===== src/rtl/legv8_pkg.sv =====
// LEGv8 decode definitions: opcode prefixes, ALU operation encodings and
// the control bundle carried from decode into the ID/EX register.
package legv8_pkg;

  localparam logic [10:0] OP_ADD  = 11'b10001011000;
  localparam logic [10:0] OP_SUB  = 11'b11001011000;
  localparam logic [10:0] OP_AND  = 11'b10001010000;
  localparam logic [10:0] OP_ORR  = 11'b10101010000;
  localparam logic [10:0] OP_LDUR = 11'b11111000010;
  localparam logic [10:0] OP_STUR = 11'b11111000000;
  localparam logic [9:0]  OP_ADDI = 10'b1001000100;
  localparam logic [9:0]  OP_SUBI = 10'b1101000100;
  localparam logic [7:0]  OP_CBZ  = 8'b10110100;
  localparam logic [5:0]  OP_B    = 6'b000101;

  localparam logic [4:0]  XZR     = 5'd31;

  typedef enum logic [3:0] {
    ALU_AND    = 4'b0000,
    ALU_ORR    = 4'b0001,
    ALU_ADD    = 4'b0010,
    ALU_SUB    = 4'b0110,
    ALU_PASS_B = 4'b0111
  } alu_op_t;

  typedef struct packed {
    alu_op_t alu_op;
    logic    alu_src;
    logic    mem_read;
    logic    mem_write;
    logic    reg_write;
    logic    mem_to_reg;
    logic    branch;
    logic    uncond;
  } ctrl_t;

endpackage


===== src/rtl/legv8_decoder.sv =====
// Combinational LEGv8 instruction decoder: control bundle, extended
// immediate and register-file source/destination fields.
module legv8_decoder
  import legv8_pkg::*;
(
  input  logic [31:0] instr,
  output ctrl_t       ctrl,
  output logic [63:0] imm,
  output logic [4:0]  src1,
  output logic [4:0]  src2,
  output logic [4:0]  dst,
  output logic        uses_src2,
  output logic        illegal
);

  logic [10:0] op11;
  logic [9:0]  op10;
  logic [7:0]  op8;
  logic [5:0]  op6;

  assign op11 = instr[31:21];
  assign op10 = instr[31:22];
  assign op8  = instr[31:24];
  assign op6  = instr[31:26];

  assign src1 = instr[9:5];
  assign dst  = instr[4:0];

  always_comb begin
    ctrl      = '0;
    imm       = '0;
    src2      = instr[20:16];
    uses_src2 = 1'b0;
    illegal   = 1'b0;

    if (op11 == OP_ADD || op11 == OP_SUB || op11 == OP_AND || op11 == OP_ORR) begin
      uses_src2      = 1'b1;
      ctrl.reg_write = 1'b1;
      case (op11)
        OP_ADD:  ctrl.alu_op = ALU_ADD;
        OP_SUB:  ctrl.alu_op = ALU_SUB;
        OP_AND:  ctrl.alu_op = ALU_AND;
        default: ctrl.alu_op = ALU_ORR;
      endcase
    end else if (op10 == OP_ADDI || op10 == OP_SUBI) begin
      imm            = {52'd0, instr[21:10]};
      ctrl.alu_src   = 1'b1;
      ctrl.reg_write = 1'b1;
      ctrl.alu_op    = (op10 == OP_ADDI) ? ALU_ADD : ALU_SUB;
    end else if (op11 == OP_LDUR) begin
      imm             = {{55{instr[20]}}, instr[20:12]};
      ctrl.alu_src    = 1'b1;
      ctrl.mem_read   = 1'b1;
      ctrl.mem_to_reg = 1'b1;
      ctrl.reg_write  = 1'b1;
      ctrl.alu_op     = ALU_ADD;
    end else if (op11 == OP_STUR) begin
      // Store data register (Rt) is read through the second port.
      imm            = {{55{instr[20]}}, instr[20:12]};
      src2           = instr[4:0];
      uses_src2      = 1'b1;
      ctrl.alu_src   = 1'b1;
      ctrl.mem_write = 1'b1;
      ctrl.alu_op    = ALU_ADD;
    end else if (op8 == OP_CBZ) begin
      imm         = {{45{instr[23]}}, instr[23:5]};
      src2        = instr[4:0];
      uses_src2   = 1'b1;
      ctrl.branch = 1'b1;
      ctrl.alu_op = ALU_PASS_B;
    end else if (op6 == OP_B) begin
      imm         = {{38{instr[25]}}, instr[25:0]};
      ctrl.uncond = 1'b1;
    end else begin
      illegal = 1'b1;
    end
  end

endmodule


===== src/rtl/id_ex_stage.sv =====
// LEGv8 decode stage and ID/EX pipeline register with load-use hazard
// detection (one-cycle fetch stall) and a saturating stall-cycle counter.
module id_ex_stage
  import legv8_pkg::*;
(
  input  logic        clock,
  input  logic        reset,
  input  logic        if_valid,
  input  logic [31:0] if_instr,
  input  logic [63:0] if_pc,
  input  logic        flush,
  output logic [4:0]  rf_add1,
  output logic [4:0]  rf_add2,
  input  logic [63:0] rf_read_1,
  input  logic [63:0] rf_read_2,
  output logic        stall_out,
  output logic        ex_valid,
  output logic [63:0] ex_pc,
  output logic [63:0] ex_op1,
  output logic [63:0] ex_op2,
  output logic [63:0] ex_imm,
  output logic [4:0]  ex_rd,
  output logic [4:0]  ex_rn,
  output logic [4:0]  ex_rm,
  output logic [3:0]  ex_alu_op,
  output logic        ex_alu_src,
  output logic        ex_mem_read,
  output logic        ex_mem_write,
  output logic        ex_reg_write,
  output logic        ex_mem_to_reg,
  output logic        ex_branch,
  output logic        ex_uncond,
  output logic        ex_illegal,
  output logic [31:0] stall_count
);

  ctrl_t       dec_ctrl;
  logic [63:0] dec_imm;
  logic [4:0]  dec_src1;
  logic [4:0]  dec_src2;
  logic [4:0]  dec_dst;
  logic        dec_uses_src2;
  logic        dec_illegal;

  ctrl_t       ex_ctrl;
  logic        hazard;
  logic        issue;

  legv8_decoder u_decoder (
    .instr     (if_instr),
    .ctrl      (dec_ctrl),
    .imm       (dec_imm),
    .src1      (dec_src1),
    .src2      (dec_src2),
    .dst       (dec_dst),
    .uses_src2 (dec_uses_src2),
    .illegal   (dec_illegal)
  );

  assign rf_add1 = dec_src1;
  assign rf_add2 = dec_src2;

  assign hazard = if_valid & ex_valid & ex_ctrl.mem_read & (ex_rd != XZR) &
                  ((ex_rd == dec_src1) | (dec_uses_src2 & (ex_rd == dec_src2)));

  // Flush outranks the hazard: the younger instruction is being killed anyway.
  assign stall_out = hazard & ~flush & ~reset;
  assign issue     = if_valid & ~flush & ~hazard & ~dec_illegal;

  always_ff @(posedge clock) begin
    if (reset) begin
      ex_valid    <= 1'b0;
      ex_pc       <= '0;
      ex_op1      <= '0;
      ex_op2      <= '0;
      ex_imm      <= '0;
      ex_rd       <= '0;
      ex_rn       <= '0;
      ex_rm       <= '0;
      ex_ctrl     <= '0;
      ex_illegal  <= 1'b0;
      stall_count <= '0;
    end else begin
      if (issue) begin
        ex_valid <= 1'b1;
        ex_pc    <= if_pc;
        ex_op1   <= rf_read_1;
        ex_op2   <= rf_read_2;
        ex_imm   <= dec_imm;
        ex_rd    <= dec_dst;
        ex_rn    <= dec_src1;
        ex_rm    <= dec_src2;
        ex_ctrl  <= dec_ctrl;
      end else begin
        ex_valid <= 1'b0;
        ex_pc    <= '0;
        ex_op1   <= '0;
        ex_op2   <= '0;
        ex_imm   <= '0;
        ex_rd    <= '0;
        ex_rn    <= '0;
        ex_rm    <= '0;
        ex_ctrl  <= '0;
      end
      ex_illegal <= if_valid & ~flush & ~hazard & dec_illegal;
      if (stall_out && stall_count != '1)
        stall_count <= stall_count + 32'd1;
    end
  end

  assign ex_alu_op     = ex_ctrl.alu_op;
  assign ex_alu_src    = ex_ctrl.alu_src;
  assign ex_mem_read   = ex_ctrl.mem_read;
  assign ex_mem_write  = ex_ctrl.mem_write;
  assign ex_reg_write  = ex_ctrl.reg_write;
  assign ex_mem_to_reg = ex_ctrl.mem_to_reg;
  assign ex_branch     = ex_ctrl.branch;
  assign ex_uncond     = ex_ctrl.uncond;

endmodule


===== config.mk =====
export PLATFORM = sky130hd
export DESIGN_NAME = id_ex_stage
export DESIGN_NICKNAME = d
export VERILOG_FILES = /design/src/rtl/legv8_pkg.sv /design/src/rtl/legv8_decoder.sv /design/src/rtl/id_ex_stage.sv
export SDC_FILE = /design/constraint.sdc
export NUM_CORES = 1
export LEC_CHECK = 0
export CORE_AREA = 2 2 214 216
export DETAILED_ROUTE_END_ITERATION = 10
export DIE_AREA = 0 0 216 218
export GPL_TIMING_DRIVEN = 0
export SYNTH_ARGS = -nofsm -noshare
export SYNTH_HDL_FRONTEND = slang
export SYNTH_HIERARCHICAL = 1
export SYNTH_SLANG_ARGS = --single-unit

===== constraint.sdc =====
create_clock -name clock -period 8.6 [get_ports clock]
set_input_delay 0.86 -clock clock [delete_from_list [all_inputs] [get_ports clock]]
set_output_delay 0.86 -clock clock [all_outputs]
set_load 0.005 [all_outputs]

; ---- After elaboration in Yosys (flattened, before gate mapping)
; Index checks and enable logic that the tools add are counted.
[classes]
n_addsub = 1
mux = 35
n_eq_ne = 14
reduce_logical = 11
n_bitwise = 17
[op_table]
columns = operator, count
row1 = 64-bit 2-to-1 mux, 4
row2 = 11-bit == test (second input constant), 6
row3 = 5-bit 2-to-1 mux, 7
row4 = 32-bit by 1-bit adder with 32-bit output (second input constant), 1
row5 = 32-bit inequality test (second input constant), 1
row6 = 10-bit == test (second input constant), 2
row7 = 1-bit 2-to-1 mux, 17
row8 = 12-bit 2-to-1 mux, 1
row9 = 1-bit bitwise AND, 11
row10 = 5-bit == test, 2
row11 = 3-bit case mux with 3 select lines, 1
row12 = 8-bit == test (second input constant), 1
row13 = 4-bit 2-to-1 mux, 2
row14 = 7-bit OR reduction, 1
row15 = 6-bit by 3-bit == test with 1-bit output (second input constant), 1
row16 = 3-bit 2-to-1 mux, 2
row17 = 6-bit OR reduction, 1
row18 = 5-bit inequality test (second input constant), 1
row19 = 1-bit NOT, 5
row20 = 5-bit OR reduction, 1
row21 = 1-bit logical OR, 4
row22 = 4-bit OR reduction, 1
row23 = 3-bit OR reduction, 1
row24 = 2-bit 2-to-1 mux, 1
row25 = 3 further kinds, 3
[totals]
output_inout_bits = 327
input_bits = 228
reg_bits = 316
word_cells = 97

; ---- Depth between registers and ports, before layout
; Gate-level depths: netlist (run 1).
[logic_depth]
ltp_word = 15
ltp_mapped = 13
ltp_nobuf = 10

; ---- Hierarchy
; The synthesis (run 1) kept the hierarchy.
[by_module_without_submodules]
columns = mod, seq_area_each_um2, area_per_inst_um2, n_inst, cells_per_inst
row1 = id_ex_stage, 6326.1, 9404.0, 1, 823
row2 = legv8_decoder, 0.0, 1153.6, 1, 170

; ---- Least setup slack after synthesis (run 1)
; Ideal clock, no wire load.
[synth_timing]
kind = in2out
from = input if_instr[27]
to = output stall_out
setup_slack_ps = 4926
cell_stages = 11
t_arrival_ps = 2814
t_required_ps = 7740
path_buffers = 2
path_cell_list = and4b_1 > and3_1 > buf_2 > a21oi_4 > mux2_1 > xnor2_1 > nand4_1 > o22ai_1 > nand2_1 > clkbuf_1 > inv_1
[synth_between]
elab_chain_len = 12
word_cells_on_any_way = 29
[synth_rtl]
columns = element, line
row1 = from (decl), id_ex_stage.sv:9  ; input logic [31:0] if_instr,
row2 = 8-bit == test, legv8_decoder.sv:65  ; end else if (op8 == OP_CBZ) begin
row3 = 5-bit 2-to-1 mux, legv8_decoder.sv:65
row4 = 5-bit 2-to-1 mux, legv8_decoder.sv:57  ; end else if (op11 == OP_STUR) begin
row5 = 5-bit 2-to-1 mux, legv8_decoder.sv:50  ; end else if (op11 == OP_LDUR) begin
row6 = 5-bit 2-to-1 mux, legv8_decoder.sv:45  ; end else if (op10 == OP_ADDI || op10 == OP_SUBI) begin
row7 = 5-bit 2-to-1 mux (*), legv8_decoder.sv:36  ; if (op11 == OP_ADD || op11 == OP_SUB || op11 == OP_AND || op11 == OP_ORR) begin
row8 = via rf_add2[1], id_ex_stage.sv:13  ; output logic [4:0] rf_add2,
row9 = 5-bit == test (*), id_ex_stage.sv:64  ; ((ex_rd == dec_src1) | (dec_uses_src2 & (ex_rd == dec_src2)));
row10 = 1-bit bitwise AND (*), id_ex_stage.sv:64
row11 = 1-bit OR (*), id_ex_stage.sv:64
row12 = 1-bit bitwise AND (*), id_ex_stage.sv:63  ; assign hazard = if_valid & ex_valid & ex_ctrl.mem_read & (ex_rd != XZR) &
row13 = 1-bit bitwise AND (*) (2 in series), id_ex_stage.sv:67  ; assign stall_out = hazard & ~flush & ~reset;
row14 = to (decl), id_ex_stage.sv:16  ; output logic stall_out,
; The timed path passes the listed nets; every way through them passes the cells marked *.

; ---- Worst setup path in the final report (run 1)
[layout_timing]
from = input if_instr[21]
to = output stall_out
[layout_between]
elab_chain_len = 11
word_cells_on_any_way = 23
[layout_rtl]
columns = element, line
row1 = 11-bit == test (on tied branches), "legv8_decoder.sv:57, legv8_decoder.sv:36"
row2 = 5-bit 2-to-1 mux / 1-bit logical OR (equally long branches), "legv8_decoder.sv:57, legv8_decoder.sv:36"
row3 = 5-bit 2-to-1 mux / 1-bit logical OR (equally long branches), "legv8_decoder.sv:50, legv8_decoder.sv:36"
row4 = 5-bit 2-to-1 mux / 1-bit logical OR (equally long branches), "legv8_decoder.sv:45, legv8_decoder.sv:36"
row5 = 5-bit 2-to-1 mux, legv8_decoder.sv:36
row6 = 5-bit == test, id_ex_stage.sv:64
row7 = 1-bit bitwise AND (*), id_ex_stage.sv:64
row8 = 1-bit OR (*), id_ex_stage.sv:64
row9 = 1-bit bitwise AND (*), id_ex_stage.sv:63
row10 = 1-bit bitwise AND (*) (2 in series), id_ex_stage.sv:67
; Every way passes the cells marked *; elsewhere a longest branch is shown, timed or not.

==> results of run 1 <==
==> metal layers <==
metal	up-vias	wire length, um	global-route usage (%)	share of wire [%]
met3	61	3650	6.318	9.4
met2	376	19020	27.07	49
li1	4406	-	-	-
met4	10	789	4.543	2.0
met1	4183	15290	18.86	39
met5	-	61	0	0.16
==> worst paths after layout <==
path | end | slack (ps) | startpoint | depth (start not counted)
setup / recovery | stall_out | 3160 | if_instr[21] | 13
hold / removal | stall_count[11] | 520 | stall_count[11] | 2
setup reg to reg | ex_pc[61] | 5820 | ex_rd[1] | 8
hold reg to reg | stall_count[11] | 520 | stall_count[11] | 2
==> layout make-up <==
cell class,instances,share of cell area [%]
diodes,3,0.04161
plain buffers,99,3.377
clock buffers,53,5.977
clock inverters,10,0.6310
inverters,8,0.1664
multi-input cells,570,19.91
flip-flops and latches,316,35.06
well taps,600,4.161
repair buffers,553,30.68
==> worst reg2reg max path, stage by stage, from the launching register on <==
cell                       delay [ps]
sky130_fd_sc_hd__dfxtp_1          500
sky130_fd_sc_hd__xnor2_1          160
sky130_fd_sc_hd__nand3_1           90
sky130_fd_sc_hd__o22ai_1          480
sky130_fd_sc_hd__nand2_1          120
sky130_fd_sc_hd__and3b_1          260
sky130_fd_sc_hd__clkbuf_1         420
sky130_fd_sc_hd__clkbuf_1         400
sky130_fd_sc_hd__and2_1           260
==> power by group <==
part,internal (mW),switching [mW]
registers,1.47,0.000666
clock network,0.932,0.612
logic,0.109,0.0411
total,2.51,0.654
==> cell usage after synthesis, drive strengths merged <==
| cell type | instances |
|---|---|
| dfxtp | 316 |
| and2 | 284 |
| buf | 59 |
| clkbuf | 40 |
| nand2 | 39 |
| a21oi | 34 |
| o21ai | 32 |
| nor2 | 22 |
| or3 | 19 |
| nand3 | 18 |
| nand4 | 13 |
| xnor2 | 11 |
| o31ai | 9 |
| or4 | 9 |
| a221oi | 8 |
| a22oi | 8 |
| and3 | 8 |
| inv | 8 |
| mux2 | 8 |
| a21o | 7 |
| nor3 | 6 |
| and3b | 4 |
| nor3b | 4 |
| a31oi | 3 |
| and4bb | 3 |
| nand3b | 3 |
| nor2b | 3 |
| nor4 | 3 |
| mux2i | 2 |
| or2 | 2 |
| a222oi | 1 |
| and4b | 1 |
| conb | 1 |
| ha | 1 |
| o211ai | 1 |
| o21a | 1 |
| o22ai | 1 |
| xor2 | 1 |
==> metrics by stage <==
step                power, mW  area (um^2)
floorplan               1.520        10560
global placement        1.647        16840
detailed placement      1.649        16840
CTS                     3.216        18040
global route            3.279        18040
finish                  3.161        18040
==> cell families (layout without fill, tap and decap cells) <==
kind of cell             after synthesis  after routing  share of synthesized area (%)
buffers and inverters                107            723                          6.056
flip-flops                           316            316                          59.92
multiplexers                          10             10                          1.043
XOR/XNOR                              12             12                         0.9955
AO/OA/AOI/OAI                        105            105                          6.080
AND/OR/NAND/NOR                      441            441                          25.75
other                                  1              4                        0.03552
adder cells (fa/ha/maj)                1              1                         0.1185
==> metrics.sh, run 1 <==
RUN_STATUS='finished, final reports clean'
PLACE_WORST_SETUP_SLACK_PS=3079
PLACE_INST=2146
PERIOD_NEEDED_PS=5439
CRITPATHMAXSTAGEDELAY_PS=620
CRITICAL_PATH.CELL_CHAIN='clkdlybuf4s50_1 -> and4b_1 -> and3_1 -> buf_2 -> a21oi_4 -> mux2_1 -> xnor2_1 -> nand4_1 -> o22ai_1 -> nand2_1 -> clkbuf_1 -> inv_1 -> clkdlybuf4s50_1'
CTS_TREE='done'
FIN_WORST_SKEW_PS=14.08
MAXCLOCKFREQUENCY_MHz=183.9
TOTAL_LEAKAGE_POWER_nW=6.939
NETLIST_AREA_UM2=10560
SEQCELLAREA_UM2=6326
DETAILEDROUTE.FIRSTITERATIONVIOLATIONS=333
FILLER_CELL_COUNT_IN_THE_FINAL_LAYOUT=4404
WORST-PATH-MAX-FANOUT=10
POSTCTSRESIZEDCELLS=0
PATH_BUF_INV=5
FP-ROW-COUNT=78
FINALWIRELENGTH_UM=38810
WORSTSETUPENDPOINTTYPE='output pin'
POST-CTS-SETUP-BUFFERS=0
MULTI_INPUT_COMB_AREA_UM2=3592
LAYOUT.CELLS.MOST_COMMON_LIST='sky130_fd_sc_hd__clkdlybuf4s50_1 (553), sky130_fd_sc_hd__dfxtp_1 (316), sky130_fd_sc_hd__and2_1 (283)'
GRT_SETUP_UNREPAIRED='no'
SYNTH_CELL_TYPES=56
FINAL_HOLD_VIOL_COUNT=0
FLOORPLAN.CORE_AREA_UM2=44890
ROUTED_VIA_COUNT=9036
REPORT.FINAL.SETUP_VIOL=0
MIN-DELAY-PATH-CLASS='reg2reg'
INSERTION_DELAY_PS=540
POWER.DENSITY_CELL_AREA_nW_PER_UM2=175.2
FIRST_PASS_ITERS=5
YS_FF_LATCH=316
POWER.IR.VDD_WORST_V=0.0001313
CRIT_REQUIRED_PS=7740
DIE_W_UM=216
WORST_SETUP_SLACK_FINAL_PS=3161
GR-USAGE-ALL-LAYERS_PCT=16.04
IO-PIN-COUNT=555
TIMING.CRITICAL_PATH.FROM_TYPE='input port'
TIMING_WORST_SLEW_PIN_VALUE_PS=1251
RANKING_OF_SYNTHESIZED_CELLS_BY_AREA='sky130_fd_sc_hd__dfxtp_1 (60%), sky130_fd_sc_hd__and2_1 (17%), sky130_fd_sc_hd__buf_4 (3.8%), sky130_fd_sc_hd__a21oi_1 (1.6%), sky130_fd_sc_hd__clkbuf_1 (1.4%)'
MAX_CAPACITANCE_VIOLATION_TOTAL=0
LAYOUT.CORE_UTILIZATION_PCT=40.19
PERIOD_SHARE_PCT=63.24
SYN_AREA_PER_CELL_UM2=10.63
CTS_SINKS=316
NUMCTSBUFFERS=38
IO_BUFFERS=553
WORST_HOLD_SLACK_PS=520.6
DIE-AREA_UM2=47090
INITIAL_UTILIZATION_PCT=23.52
VIA_COUNT_OF_THE_FIRST_GLOBAL_ROUTING_PASS=8796
GRT.OVERFLOW.TOTAL=0
NUMBER_OF_CELLS_PRODUCED_BY_SYNTHESIS=993
YOSYS_WARNINGS=6
YOSYSTOPAREACELLSHARE_PCT=59.92
DRC=0
CLOCK_PATH_BUFFERS=3
DRIVE_ABOVE_1_SHARE_PCT=8.515
CRIT_PATH_TOP_CELL_BY_COUNT='sky130_fd_sc_hd__clkdlybuf4s50_1'
CRITPATHTOPFAMILY='buffers and inverters'
SYNTH_TOP_AREA_CELL='sky130_fd_sc_hd__dfxtp_1'
FINISHED_LAYOUT_CELLS=2212
POST_SYNTHESIS_NET_COUNT=1222
PATH_CLK_SLEW_PS=60
ANTENNA_FOUND_INITIAL=7
CRITICAL_PATH.SLOWEST_CELL='sky130_fd_sc_hd__clkdlybuf4s50_1'
LEADING_CELL_TYPE_IN_THE_LAYOUT_FILL_AND_TAPS_EXCLUDED='sky130_fd_sc_hd__clkdlybuf4s50_1'
FIN_TNS_SETUP_PS=0
HPWLAFTERDP_UM=30820
AVGROUTEDWIREPERCELL_UM=17.54
MAX-SLEW-MARGIN-REL_PCT=16.60
CTS.HOLD.BUFFERS_ADDED=0
DIE-HEIGHT_UM=218
GRT_START_MAX_NET_PINS=40
WS_PATH_TYPE='in2out'
SYN2LAYOUT_AREA_GROWTH_PCT=70.91
SYNTH.YOSYS.SEQ_AREA_SHARE_PCT=59.92
FINISH.NET_COUNT=1815
GRT_PASS1_WL_UM=57060
CRIT_ARRIVAL_PS=4580
VIASPERCELL=4.085
FINALWEIGHTEDCONGESTION=0.8295
CLOCK_TREE.ROOT_CELL='sky130_fd_sc_hd__clkbuf_16'
TIMING.FINAL.MAX_SLEW_VIOLATIONS=0
DRT.ANTENNA.VIOLATING_NETS=0
HTREE_NUM_LEVELS=2
(Power assumes the default switching activity.)
==> inputs of run 2 (changes only) <==
- clock period: 8.6 -> 4.45 ns (I/O delays scaled with it)
==> metrics.sh, run 2 (synthesis gave the netlist of run 1 again) <==
LEADING_CELL_TYPE_IN_THE_LAYOUT_FILL_AND_TAPS_EXCLUDED='sky130_fd_sc_hd__clkdlybuf4s50_1'
LAYOUT.CORE_UTILIZATION_PCT=40.24  # +0.050 points
GRT.OVERFLOW.TOTAL=0  # unchanged
MAX_CAPACITANCE_VIOLATION_TOTAL=0  # unchanged
MAX-SLEW-MARGIN-REL_PCT=16.07  # -0.53 points
IO_BUFFERS=553  # unchanged
GRT_START_MAX_NET_PINS=40  # unchanged
TIMING_WORST_SLEW_PIN_VALUE_PS=1259  # +7.953 ps
CTS.HOLD.BUFFERS_ADDED=0  # unchanged
HTREE_NUM_LEVELS=2  # unchanged
INSERTION_DELAY_PS=540  # about the same
DETAILEDROUTE.FIRSTITERATIONVIOLATIONS=367  # +10%
ANTENNA_FOUND_INITIAL=7  # unchanged
REPORT.FINAL.SETUP_VIOL=0  # unchanged
LAYOUT.CELLS.MOST_COMMON_LIST='sky130_fd_sc_hd__clkdlybuf4s50_1 (552), sky130_fd_sc_hd__dfxtp_1 (316), sky130_fd_sc_hd__and2_1 (283)'
GR-USAGE-ALL-LAYERS_PCT=16.05  # about the same
INITIAL_UTILIZATION_PCT=23.52  # unchanged
CTS_SINKS=316  # unchanged
FINAL_HOLD_VIOL_COUNT=0  # unchanged
PLACE_INST=2146  # unchanged
FIN_WORST_SKEW_PS=12.71  # -1.370 ps
CLOCK_PATH_BUFFERS=3  # unchanged
TIMING.CRITICAL_PATH.FROM_TYPE='input port'
FIRST_PASS_ITERS=5  # unchanged
DIE_W_UM=216  # unchanged
FINISHED_LAYOUT_CELLS=2212  # unchanged
CRIT_REQUIRED_PS=4010  # -3730 ps
SYN2LAYOUT_AREA_GROWTH_PCT=71.12
CTS_TREE='done'
AVGROUTEDWIREPERCELL_UM=17.55  # about the same
PERIOD_NEEDED_PS=4164
FILLER_CELL_COUNT_IN_THE_FINAL_LAYOUT=4402  # -0.045%
NETSWITCHINGFRACTION_PCT=20.70  # about the same
PERIOD_SHARE_PCT=93.58
WORST-PATH-MAX-FANOUT=10  # unchanged
WORSTSETUPENDPOINTTYPE='output pin'
NUMCTSBUFFERS=38  # unchanged
FINALWIRELENGTH_UM=38810  # about the same
POWER_REPORT.INTERNAL_TOTAL_mW=4.846  # +93%
DRIVE_ABOVE_1_SHARE_PCT=8.944  # +0.43 points
DRC=0  # unchanged
POWER_FRAC_COMB_PCT=4.8  # about the same
POWER.DENSITY_CELL_AREA_nW_PER_UM2=338.2  # +93%
TOTAL_LEAKAGE_POWER_nW=6.958  # +0.26%
MAXCLOCKFREQUENCY_MHz=240.1
DIE-HEIGHT_UM=218  # unchanged
FP-ROW-COUNT=78  # unchanged
VIA_COUNT_OF_THE_FIRST_GLOBAL_ROUTING_PASS=8799  # +0.034%
WS_PATH_TYPE='in2out'
HPWLAFTERDP_UM=30820  # unchanged
SEQCELLAREA_UM2=6326  # unchanged
RUN_STATUS='finished, final reports clean'
POWER.IR.VDD_WORST_V=0.0002538  # +93%
TIMING.FINAL.MAX_SLEW_VIOLATIONS=0  # unchanged
GRT_SETUP_UNREPAIRED='no'
POWER.SWITCHING_mW=1.265  # +93%
SEQPWRFRAC_PCT=46.4  # about the same
PATH_CLK_SLEW_PS=50  # about the same
GRT_PASS1_WL_UM=57080  # about the same
MIN-DELAY-PATH-CLASS='in2reg'
FINISH.NET_COUNT=1816  # +0.055%
FINALWEIGHTEDCONGESTION=0.8295  # unchanged
PWR-SHARE-CLK_PCT=48.9  # about the same
WORST_HOLD_SLACK_PS=426.4  # -94.23 ps
IO-PIN-COUNT=555  # unchanged
ROUTED_VIA_COUNT=9047  # +0.12%
MULTI_INPUT_COMB_AREA_UM2=3606  # +0.38%
CLOCK_TREE.ROOT_CELL='sky130_fd_sc_hd__clkbuf_16'
CRIT_ARRIVAL_PS=3720  # -860 ps
FLOORPLAN.CORE_AREA_UM2=44890  # unchanged
VIASPERCELL=4.090  # +0.12%
DRT.ANTENNA.VIOLATING_NETS=0  # unchanged
DIE-AREA_UM2=47090  # unchanged
==> run 2: timing repair <==
item / 4_1_cts / 5_1_grt
buffers inserted: 0 / 1
pin swaps: 0 / 1
resized for setup: 3 / 6
setup endpoints to repair: 1 / 2
cloned: 0 / 0
==> run 2: power groups by stage <==
stage	Combinational (mW)	Sequential [mW]	Clock (mW)
6_report	0.290	2.83	2.99
5_1_grt	0.311	2.83	3.20
4_1_cts	0.294	2.83	3.09
3_5_place_dp	0.291	2.90	0
3_3_place_gp	0.287	2.90	0
2_1_floorplan	0.0418	2.90	0
==> run 2: final timing paths <==
kind | startpoint | endpoint | slack [ps] | cells past startpoint
worst max-delay path | if_instr[24] | stall_out | 290 | 13
worst min-delay path | if_instr[21] | ex_imm[21] | 430 | 3
worst max register to register | ex_rd[0] | ex_pc[61] | 1800 | 8
worst min register to register | stall_count[11] | stall_count[11] | 520 | 2
==> run 2: stage by stage <==
stage	TNS [ps]	power (mW)	area, um^2	setup WS [ps]
floorplan	0	2.938	10560	1394
global placement	-61010	3.184	16840	-478.0
finish	0	6.111	18070	285.8
CTS	0	6.217	18050	17.08
detailed placement	-68540	3.187	16840	-502.8
global route	0	6.339	18060	26.28
==> run 2: layer usage <==
| metal | track usage [%] | part of all wire [%] |
|---|---|---|
| met2 | 27.07 | 49 |
| met3 | 6.318 | 9.3 |
| met5 | 0 | 0.16 |
| met4 | 4.543 | 2.2 |
| met1 | 18.88 | 40 |
==> run 2: layout make-up <==
| type | count | area share [%] |
|---|---|---|
| clock inverters | 10 | 0.6302 |
| diodes | 2 | 0.02770 |
| multi-input cells | 570 | 19.96 |
| plain buffers | 99 | 3.380 |
| flip-flops and latches | 316 | 35.02 |
| inverters | 8 | 0.1662 |
| repair buffers | 554 | 30.69 |
| clock buffers | 53 | 5.970 |
| well taps | 600 | 4.155 |
==> run 2: critical path, cell delays in order <==
cell and delay (ps):
sky130_fd_sc_hd__clkdlybuf4s50_1 600, sky130_fd_sc_hd__and3b_1 250, sky130_fd_sc_hd__and3_1 140, sky130_fd_sc_hd__buf_2 160, sky130_fd_sc_hd__a21oi_4 250, sky130_fd_sc_hd__mux2_2 440
sky130_fd_sc_hd__xnor2_1 170, sky130_fd_sc_hd__nand4_1 160, sky130_fd_sc_hd__o22ai_4 200, sky130_fd_sc_hd__nand2_1 100, sky130_fd_sc_hd__clkbuf_2 190, sky130_fd_sc_hd__inv_1 80
sky130_fd_sc_hd__clkdlybuf4s50_1 510
==> RTL change (settings of run 1) <==
Make the reset (`reset`) asynchronous in one clocked block.
--- a/src/rtl/id_ex_stage.sv
+++ b/src/rtl/id_ex_stage.sv
@@ -67,7 +67,7 @@
   assign stall_out = hazard & ~flush & ~reset;
   assign issue     = if_valid & ~flush & ~hazard & ~dec_illegal;
 
-  always_ff @(posedge clock) begin
+  always_ff @(posedge clock or posedge reset) begin
     if (reset) begin
       ex_valid    <= 1'b0;
       ex_pc       <= '0;
Check against the original RTL: not equivalent (a bounded check fails within 4 cycles, from zero or initial values and one cycle with reset high; the reset may be asserted at any time).
==> RTL change against run 1 <==
Clock power is 8% higher. Sequential cell count is the same. Wire length rose by 12%. Count of clock-buffer cells in the layout fell by 4. Total power grew 5.7%. Maximum frequency rose by 7.9%. Area after synthesis up 14%. Design area increased by 9.7%. Worst setup slack better by 400 ps. Utilization is 3.9 points higher. Critical endpoint unchanged.
==> RTL change: results (changes against run 1) <==
Power
  – Max IR drop VDD: 0.000137 V (+4.2%)
  – Leakage: 9.11 nW (+31%)

GRT
  – Largest net degree at the start of global routing: 43 (+7.5%)
  – Number of global-route vias before repair: 9650 (+9.7%)
  – Grt met2 use: 33.2% (+6.1 points)
  – First-pass GRT wire length: 63400 um (+11%)
  – Total GRT Usage: 18.2% (+2.2 points)
  – GR Util met3: 6.93% (+0.61 points)

Detailed routing
  – Initial drt markers: 472 (+42%)
  – Final wirelength: 43400 um (+12%)
  – Via count: 9018 (-0.20%)
  – Met3 wire length: 3910 um (+7.2%)

Logic synthesis
  – Ys async rst share: 100% (+100 points)
  – Syn nets: 1169 (-4.3%)
  – Sequential share of the synthesized area: 65.9% (+6.0 points)
  – Post-synth top cells: dfrtp_1, and2_1, buf_4
  – Ranking of synthesized cells by area: dfrtp_1, and2_1, buf_4

Finish
  – Clkbuf count: 49 (-7.5%)
  – Final Non-Filler Cells: 2170 (-1.9%)
  – Final #Nets: 1771 (-2.4%)
  – Clock-cell share of area: 6.54% (-0.072 points)
  – #MultiIn Comb: 526 (-7.7%)
  – Fraction of layout cells with a size suffix above 1: 12.1% (+3.6 points)
  – Antenna cells: 5 (+2)

Timing
  – Worst Skew: 12.8 ps (-1.25 ps)
  – Worst Tran Pin Value: 959 ps (-292 ps)

Clocking
  – CTS Buf Count: 37 (-2.6%)

Place
  – GP Congestion: 0.849 (+2.3%)
  – Post-DP HPWL: 34900 um (+13%)
  – Placed cell count: 2103 (-2.0%)

Run status
  – Status: completed
-- RTL change: changes by cell type in the layout (fill, tap and decap cells not counted), moves of 9 or more --
cell      change
dfrtp_1     +316
dfxtp_1     -316
clkbuf_1     -37
xor2_1       +25
clkbuf_2     +20
a21oi_1      -17
o21ai_0      -17
or3_1        -16
buf_12        +9
nor2_1        +9
-- RTL change: cell families (layout without fill, tap and decap cells) --
| family | count (synthesis) | count (layout) | synth area share, % |
|---|---|---|---|
| buffers and inverters | 98 | 723 | 5.17 |
| other | 1 | 6 | 0.0313 |
| adder cells (fa/ha/maj) | 1 | 1 | 0.104 |
| flip-flops | 316 | 316 | 65.9 |
| AND/OR/NAND/NOR | 424 | 424 | 22.2 |
| XOR/XNOR | 41 | 41 | 2.99 |
| AO/OA/AOI/OAI | 53 | 53 | 3.02 |
| multiplexers | 6 | 6 | 0.563 |
-- RTL change: metrics by stage --
stage	power [W]	utilization (%)
final	0.00334	44.1
after global routing	0.00348	44.1
after CTS	0.00340	44.1
after detailed placement	0.00171	41.2
after global placement	0.00170	40.8
after floorplan	0.00156	-
-- RTL change: worst paths after layout --
kind / cells after the start / start / end / slack, ps
worst max-delay path: 11 / if_instr[30] / stall_out / 3560
max in group asynchronous: 5 / reset / ex_pc[17] / 6540
worst min register to register: 1 / stall_count[21] / stall_count[21] / 510
worst min-delay path: 1 / stall_count[21] / stall_count[21] / 510
min in group asynchronous: 2 / reset / stall_count[22] / 930
worst max register to register: 8 / ex_rd[4] / ex_pc[4] / 6190
-- RTL change: power breakdown --
part           leakage (nW)  switching [W]  internal (W)
sequential             4.40     0.00000107       0.00149
combinational          4.06      0.0000691      0.000121
clock                 0.646       0.000620       0.00104
total                  9.11       0.000690       0.00265
